`config.mk`:
```
export PLATFORM = sky130hd
export DESIGN_NAME = cpu_mem_loader
export DESIGN_NICKNAME = d
export VERILOG_FILES = /design/src/rtl/cpu_mem_loader.sv
export SDC_FILE = /design/constraint.sdc
export NUM_CORES = 1
export LEC_CHECK = 0
export CELL_PAD_IN_SITES_DETAIL_PLACEMENT = 0
export CELL_PAD_IN_SITES_GLOBAL_PLACEMENT = 1
export CORE_MARGIN = 3
export CORE_UTILIZATION = 41
export DETAILED_ROUTE_END_ITERATION = 6
export DONT_BUFFER_PORTS = 1
export GPL_ROUTABILITY_DRIVEN = 1
export PLACE_DENSITY_LB_ADDON = 0.1
export SYNTH_ARGS = -nofsm -noshare
export SYNTH_HDL_FRONTEND = slang
export SYNTH_SLANG_ARGS = --single-unit
```
`constraint.sdc`:
```
create_clock -name clk -period 2.36 [get_ports clk]
set_clock_uncertainty 0.2 [all_clocks]
set_input_delay 0.354 -clock clk [delete_from_list [all_inputs] [get_ports clk]]
set_output_delay 0.354 -clock clk [all_outputs]
set_load 0.005 [all_outputs]
```
`src/rtl/cpu_mem_loader.sv`:
```
// Byte-stream command loader for the CPU's external instruction/data memory ports.
// Loads imem/dmem words, dumps dmem words as bytes, and owns the CPU enable line.
module cpu_mem_loader #(
  parameter int IMEM_AW = 9,
  parameter int DMEM_AW = 10
) (
  input  logic        clk,
  input  logic        rst,
  input  logic        rx_valid,
  input  logic [7:0]  rx_data,
  output logic        rx_ready,
  output logic        tx_valid,
  output logic [7:0]  tx_data,
  input  logic        tx_ready,
  output logic [63:0] addr_ext,
  output logic        wen_ext,
  output logic        ren_ext,
  output logic [31:0] wdata_ext,
  output logic [63:0] addr_ext_2,
  output logic        wen_ext_2,
  output logic        ren_ext_2,
  output logic [63:0] wdata_ext_2,
  input  logic [63:0] rdata_ext_2,
  output logic        enable,
  output logic        busy,
  output logic        err
);
  localparam logic [7:0] OP_LOAD_IMEM = 8'hA1;
  localparam logic [7:0] OP_LOAD_DMEM = 8'hA2;
  localparam logic [7:0] OP_DUMP_DMEM = 8'hA3;
  localparam logic [7:0] OP_RUN       = 8'hA4;
  localparam logic [7:0] OP_HALT      = 8'hA5;

  typedef enum logic [2:0] {
    S_IDLE, S_HDR, S_DATA, S_WRITE, S_RD_REQ, S_RD_WAIT, S_TX, S_RUN
  } state_t;

  state_t      r_state;
  logic        r_is_dmem;
  logic        r_is_dump;
  logic [2:0]  r_byte_cnt;
  logic [15:0] r_index;
  logic [15:0] r_count;
  logic [63:0] r_buf;
  logic [63:0] r_addr;
  logic [31:0] r_wdata;
  logic [63:0] r_addr_2;
  logic [63:0] r_wdata_2;
  logic        r_wen;
  logic        r_wen_2;
  logic        r_ren_2;
  logic        r_enable;
  logic        r_err;
  logic        r_tx_valid;

  logic        w_rx_hs;
  logic        w_tx_hs;
  logic        w_word_last;
  logic [15:0] w_hdr_count;
  logic [63:0] w_imem_addr;
  logic [63:0] w_dmem_addr;

  // Handshake: a byte moves when valid && ready are both high at a rising edge.
  assign rx_ready    = (r_state == S_IDLE) || (r_state == S_HDR) ||
                       (r_state == S_DATA) || (r_state == S_RUN);
  assign busy        = !((r_state == S_IDLE) || (r_state == S_RUN));
  assign w_rx_hs     = rx_valid && rx_ready;
  assign w_tx_hs     = r_tx_valid && tx_ready;
  assign w_word_last = (r_byte_cnt == (r_is_dmem ? 3'd7 : 3'd3));
  assign w_hdr_count = {rx_data, r_count[7:0]};
  assign w_imem_addr = {{(62-IMEM_AW){1'b0}}, r_index[IMEM_AW-1:0], 2'b00};
  assign w_dmem_addr = {{(61-DMEM_AW){1'b0}}, r_index[DMEM_AW-1:0], 3'b000};

  assign tx_valid    = r_tx_valid;
  assign tx_data     = r_buf[7:0];
  assign addr_ext    = r_addr;
  assign wen_ext     = r_wen;
  assign ren_ext     = 1'b0;
  assign wdata_ext   = r_wdata;
  assign addr_ext_2  = r_addr_2;
  assign wen_ext_2   = r_wen_2;
  assign ren_ext_2   = r_ren_2;
  assign wdata_ext_2 = r_wdata_2;
  assign enable      = r_enable;
  assign err         = r_err;

  always_ff @(posedge clk) begin
    if (rst) begin
      r_state    <= S_IDLE;
      r_is_dmem  <= 1'b0;
      r_is_dump  <= 1'b0;
      r_byte_cnt <= 3'd0;
      r_index    <= 16'd0;
      r_count    <= 16'd0;
      r_buf      <= 64'd0;
      r_addr     <= 64'd0;
      r_wdata    <= 32'd0;
      r_addr_2   <= 64'd0;
      r_wdata_2  <= 64'd0;
      r_wen      <= 1'b0;
      r_wen_2    <= 1'b0;
      r_ren_2    <= 1'b0;
      r_enable   <= 1'b0;
      r_err      <= 1'b0;
      r_tx_valid <= 1'b0;
    end else begin
      r_wen   <= 1'b0;
      r_wen_2 <= 1'b0;
      r_ren_2 <= 1'b0;
      r_err   <= 1'b0;
      case (r_state)
        S_IDLE: if (w_rx_hs) begin
          r_byte_cnt <= 3'd0;
          case (rx_data)
            OP_LOAD_IMEM: begin r_state <= S_HDR; r_is_dmem <= 1'b0; r_is_dump <= 1'b0; end
            OP_LOAD_DMEM: begin r_state <= S_HDR; r_is_dmem <= 1'b1; r_is_dump <= 1'b0; end
            OP_DUMP_DMEM: begin r_state <= S_HDR; r_is_dmem <= 1'b1; r_is_dump <= 1'b1; end
            OP_RUN:       begin r_state <= S_RUN; r_enable <= 1'b1; end
            default:      r_err <= 1'b1;
          endcase
        end
        S_HDR: if (w_rx_hs) begin
          r_byte_cnt <= r_byte_cnt + 3'd1;
          case (r_byte_cnt[1:0])
            2'd0: r_index[7:0]  <= rx_data;
            2'd1: r_index[15:8] <= rx_data;
            2'd2: r_count[7:0]  <= rx_data;
            default: begin
              r_count[15:8] <= rx_data;
              r_byte_cnt    <= 3'd0;
              if (w_hdr_count == 16'd0) begin
                r_state <= S_IDLE;
              end else if (r_is_dump) begin
                r_state  <= S_RD_REQ;
                r_ren_2  <= 1'b1;
                r_addr_2 <= w_dmem_addr;
              end else begin
                r_state <= S_DATA;
              end
            end
          endcase
        end
        // Bytes shift in from the top, so a finished word is left-aligned in r_buf.
        S_DATA: if (w_rx_hs) begin
          r_buf      <= {rx_data, r_buf[63:8]};
          r_byte_cnt <= r_byte_cnt + 3'd1;
          if (w_word_last) begin
            r_byte_cnt <= 3'd0;
            r_state    <= S_WRITE;
            if (r_is_dmem) begin
              r_wen_2   <= 1'b1;
              r_addr_2  <= w_dmem_addr;
              r_wdata_2 <= {rx_data, r_buf[63:8]};
            end else begin
              r_wen   <= 1'b1;
              r_addr  <= w_imem_addr;
              r_wdata <= {rx_data, r_buf[63:40]};
            end
          end
        end
        S_WRITE: begin
          r_index <= r_index + 16'd1;
          r_count <= r_count - 16'd1;
          r_state <= (r_count == 16'd1) ? S_IDLE : S_DATA;
        end
        S_RD_REQ: r_state <= S_RD_WAIT;
        S_RD_WAIT: begin
          r_buf      <= rdata_ext_2;
          r_tx_valid <= 1'b1;
          r_index    <= r_index + 16'd1;
          r_count    <= r_count - 16'd1;
          r_state    <= S_TX;
        end
        // tx_data is the low byte of r_buf; shifting only on acceptance keeps it stable.
        S_TX: if (w_tx_hs) begin
          r_buf      <= {8'h00, r_buf[63:8]};
          r_byte_cnt <= r_byte_cnt + 3'd1;
          if (r_byte_cnt == 3'd7) begin
            r_tx_valid <= 1'b0;
            r_byte_cnt <= 3'd0;
            if (r_count != 16'd0) begin
              r_state  <= S_RD_REQ;
              r_ren_2  <= 1'b1;
              r_addr_2 <= w_dmem_addr;
            end else begin
              r_state <= S_IDLE;
            end
          end
        end
        S_RUN: if (w_rx_hs) begin
          if (rx_data == OP_HALT) begin
            r_enable <= 1'b0;
            r_state  <= S_IDLE;
          end else begin
            r_err <= 1'b1;
          end
        end
        default: r_state <= S_IDLE;
      endcase
    end
  end
endmodule

```
### Word level (Yosys, flattened, before mapping)

Index checks and enable logic that the tools add are counted.
W data, S select, Z words.

| cells by class | value |
|---|---|
| reduce and logical (&&, ||, !) cells | 40 |
| bitwise gates (word level) | 4 |
| eq/ne operators | 35 |
| mux-type cells | 71 |
| add/sub/neg operators | 3 |

Operator list:

| operator | count |
|---|---|
| $mux W64 | 12 |
| $pmux W64 S3 | 2 |
| $pmux W16 S2 | 2 |
| $mux W3 | 20 |
| $eq A8 B8 Y1 const B | 5 |
| $mux W16 | 2 |
| $mux W8 | 4 |
| $ne A2 B2 Y1 const B | 12 |
| $pmux W3 S8 | 1 |
| $reduce_and A3 Y1 | 8 |
| $mux W1 | 19 |
| $add A16 B1 Y16 const B | 1 |
| $eq A16 B1 Y1 const B | 1 |
| $logic_not A16 Y1 | 1 |
| $reduce_bool A16 Y1 | 1 |
| $sub A16 B1 Y16 const B | 1 |
| $eq A3 B3 Y1 const B | 5 |
| $pmux W1 S2 | 6 |
| $pmux W3 S4 | 1 |
| $reduce_and A11 Y1 | 1 |
| $ne A2 B1 Y1 const B | 5 |
| $reduce_and A10 Y1 | 1 |
| $reduce_and A5 Y1 | 2 |
| $reduce_bool A2 Y1 | 5 |
| 21 further kinds | 35 |

| word-level totals | value |
|---|---|
| bits in registers | 279 |
| output and inout bits | 241 |

### Longest topological paths before layout

| depth | value |
|---|---|
| depth after elaboration | 7 |
| depth in mapped cells | 8 |
| gate-level depth less buffers | 7 |

### Least setup slack after synthesis

No wires, ideal clock.

| timing | value |
|---|---|
| path kind | register to register |
| from | register r_count[0] |
| to | register r_count[14] |
| path buffers | 1 |
| stages on the path, launching flop included | 9 |
| data required time | 2.032 ns |
| data arrival time | 2.053 ns |
| clock period less this slack | 2.381 ns |
| path slack | -0.021 ns |
| path through | dfxtp_1 inv_1 ha_1 or3b_2 clkbuf_1 or4_4 a21bo_1 a22oi_1 nor2_1 |

| between the ends | value |
|---|---|
| longest elaborated chain between the ends | 2 |

RTL lines:

| item | line | RTL |
|---|---|---|
| start: declaration | 43 | `logic [15:0] r_count;` |
| start signal: assignment | 127 | `2'd2: r_count[7:0] <= rx_data;` |
| start signal: assignment | 163 | `r_count <= r_count - 16'd1;` |
| start signal: assignment | 171 | `r_count <= r_count - 16'd1;` |
| $sub A16 B1 Y16 | 163, 171 |  |
| $pmux W16 S2 | 111 | `case (r_state)` |

Every way passes these cells.
A chain may end at the register's enable or synchronous reset.

### Worst setup path after layout

| timing | value |
|---|---|
| from | register r_count[5] |
| to | register r_addr_2[6] (netlist: addr_ext_2[6]) |

| between the ends | value |
|---|---|
| longest elaborated chain between the ends | 3 |

RTL lines:

| item | line | RTL |
|---|---|---|
| $reduce_bool A16 Y1 / $logic_not A16 Y1 (equally long branches) | 181, 131 |  |
| $ne A2 B2 Y1 (no source line) | - |  |
| $reduce_and A11 Y1 (no source line) (*) | - |  |
| end signal: assignment | 136 | `r_addr_2 <= w_dmem_addr;` |
| end signal: assignment | 152 | `r_addr_2 <= w_dmem_addr;` |
| end signal: assignment | 184 | `r_addr_2 <= w_dmem_addr;` |
| end: declaration | 47 | `logic [63:0] r_addr_2;` |

Every way passes the cells marked *; elsewhere a longest branch is shown, timed or not.

==> results.cfg <==
[clock_network]
cts_tree = yes
cts-buffers-inserted = 26
post_cts_buffers = 0
clock_sinks = 219
worst_setup_hold_path_clk_slew_ns = 0.06
max-clock-path-buffers = 3
clock_tree.root_cell = clkbuf_16
clock_tree.htree_level_count = 1
insertion_delay_ns = 0.51
cts.hold.buffers_added = 22

[synth]
synthesis.area_mm2 = 0.01035
synthesis.instances = 1343
leading_area_contributor_after_synthesis = dfxtp_1
synth.area.top_cells = dfxtp_1 42%, nand2_1 13%, buf_4 8.6%
synth_most_common_cell = nand2_1
synth_seq_area_share_pct = 42.37
synth_top_area_share_pct = 42.37
synth_commonest_cells = 357 x nand2_1, 219 x dfxtp_1, 137 x a21oi_1
synthFlopType = dfxtp_1
ys_ff_latch = 219
synth_edf_count = 0
yosysWarnings = 0
synthArstFlopShare_pct = 0
synthDistinctLibCells = 62
average_size_of_a_mapped_cell_um2 = 7.705

[power_and_ir_drop]
ir_drop_worst_vdd_uv = 571.6
cellLeakagePower_nw = 3.762
report.power.total_mw = 7.511
cellPowerDensity_mw_per_mm2 = 653.5

[routing]
via_count = 8759
drt_pass1_iterations = 4
drc = 0
dr.first_iter.drc_count = 573
drtAntennaViolNets = 0
viasPerCell = 5.223
avgRoutedWirePerCell_um = 18.51
wirelength_mm = 31.05

[layout]
stdcell_count = 1677
multi_input_area_mm2 = 0.005140
antenna_cells_inserted = 0
layout-drive-gt1-share_pct = 8.352
flow.area_growth_from_synthesis_pct = 11.08
final_core_utilization_pct = 46.85
final_net_count = 1424
layout.filler_cells = 2514
sequential_cell_area_mm2 = 0.004385

[setup_path]
path_buf_inv = 1
regToRegSetupSlack_ns = 0.06
cell_chain_of_the_critical_path = or4_4 -> nor4_2 -> a32oi_1 -> and3_1 -> buf_12 -> mux2i_1
cpPeakStageDelay_ns = 0.58
worst-setup-path-type = register to register
critPathRequiredTime_ns = 2.56
crit_path_top_delay_cell = or4_4
end_kind = register
critPathMaxFanout = 10
critical-path-top-delay-family = simple AND/OR/NAND/NOR gates
worst_ep_arrival_time_ns = 2.50
start_kind = register

[global_routing]
met1_resource_use_gr_pct = 30.20
grt_use_total_pct = 21.49
grt_pass1_wl_mm = 46.91
first_global_vias = 7936
global_route.overflow_total = 0
grt_max_degree = 230
met3_usage_pct = 7.198
global_route.usage.met2_pct = 32.45
number_of_antenna_violations_at_the_first_check_in_global_routing = 0
grt.busiest_layer = met2

[floorplan]
rows = 57
floorplan.die_area_mm2 = 0.02718
die_y_um = 164.9
width_of_the_die_um = 164.9
io_pins = 317
coreArea_mm2 = 0.02453
initial_utilization_pct = 42.18

[sta]
timing_worst_slew_pin_value_ns = 0.5825
worst_setup_slack_after_layout_ns = 0.06277
fin_worst_hold_slack_ns = -0.2864
final_period_minus_worst_setup_slack_ns = 2.297
max_freq_mhz = 435.3
final-hold-violation-count = 207
drv_slew = 0
grt_setup_unrepaired = yes
slew_headroom_pct = 61.02
setup_violations_final = 0
period_share_pct = 97.34

[placement]
place.detailed.hpwl_mm = 20.56
last_weighted_congestion_value_of_the_routability_driven_placer = 0.9050
port_buffer_count = 0
dp_worst_setup_slack_ns = 0.05954
dp.cells = 1612

[job]
max_cap_viol_count = 0

[worst_hold_path]
hold_path_class = primary input to register

[status]
violations = hold timing
result_of_the_run = finished with violations
[path summary, 6_finish.rpt]
path	start	endpoint	cells after the start
setup / recovery	r_count[5]	addr_ext_2[6]	6
hold / removal	rst	r_buf[5]	1
setup reg to reg	r_count[5]	addr_ext_2[6]	6
hold reg to reg	r_buf[32]	wdata_ext_2[24]	2
[metal layers]
| metal | vias up | part of all wire [%] |
|---|---|---|
| li1 | 4334 | - |
| met1 | 4103 | 45 |
| met2 | 291 | 44 |
| met3 | 31 | 9.5 |
| met4 | 0 | 1.4 |
| met5 | - | 0 |
[layout by cell type, fill, tap and decap left out, types with 9 or more instances in the layout]
| cell type | n |
|---|---|
| a21oi_1 | 137 |
| a22oi_1 | 16 |
| mux2i_1 | 11 |
| buf_12 | 12 |
| o21ai_0 | 38 |
| nand2b_1 | 22 |
| a311oi_1 | 56 |
| buf_4 | 39 |
| nand3_1 | 14 |
| clkbuf_1 | 11 |
| conb_1 | 110 |
| o31ai_1 | 9 |
| clkbuf_16 | 27 |
| dlygate4sd3_1 | 22 |
| nand2_1 | 354 |
| inv_1 | 11 |
| nor2_1 | 100 |
| ha_1 | 9 |
| nor3_1 | 11 |
| a211oi_1 | 11 |
| dfxtp_1 | 218 |
[logic make-up after synthesis]
group,after synthesis,synth area share (%)
buffers and inverters,226,12.71
muxes,12,1.173
AOI/OAI and AO/OA,300,18.50
other,1,0.03624
DFF,219,42.37
xor gates and xnor gates,4,0.3386
adders and majority gates,10,1.209
and+or+nand+nor,571,23.66
[layout make-up]
class                           count  share of cell area [%]
Tap cell                          324                   3.527
Inverter                           11                  0.3592
Clock inverter                      2                 0.08709
Multi-Input combinational cell   1007                   44.72
Clock buffer                       41                   6.597
Sequential cell                   219                   38.16
Timing Repair Buffer               73                   6.553
[flip-flops by register name, indices dropped and copies added (netlist names)]
signal       cells
addr_ext         9
addr_ext_2      10
enable           1
err              1
r_buf           64
r_byte_cnt       3
r_count         16
r_index         10
r_is_dmem        1
r_is_dump        1
r_state          3
ren_ext_2        1
tx_valid         1
wdata_ext       32
wdata_ext_2     64
wen_ext          1
wen_ext_2        1
[per-stage QoR]
stage / instance area [µm²] / TNS (ns) / hold WS [ns]
after floorplan: 10760 / 0 / 0.2394
after global placement: 10450 / 0 / 0.2446
after detailed placement: 10450 / 0 / 0.2448
after CTS: 11440 / 0 / -0.3053
after global routing: 11490 / -0.3879 / -0.3132
final: 11490 / 0 / -0.2864
[what timing repair did]
item | in CTS | in global routing
resized for setup | 2 | 10
endpoints found under the setup margin | 2 | 20
hold endpoints to repair | 219 | 207
cloned | 0 | 0
pin swaps | 0 | 0
[power by group]
part | internal, mW | switching [mW]
registers | 3.70 | 0.00600
clock network | 2.17 | 1.50
logic | 0.0421 | 0.0835
Note: power is estimated with default switching activity, not from simulation.
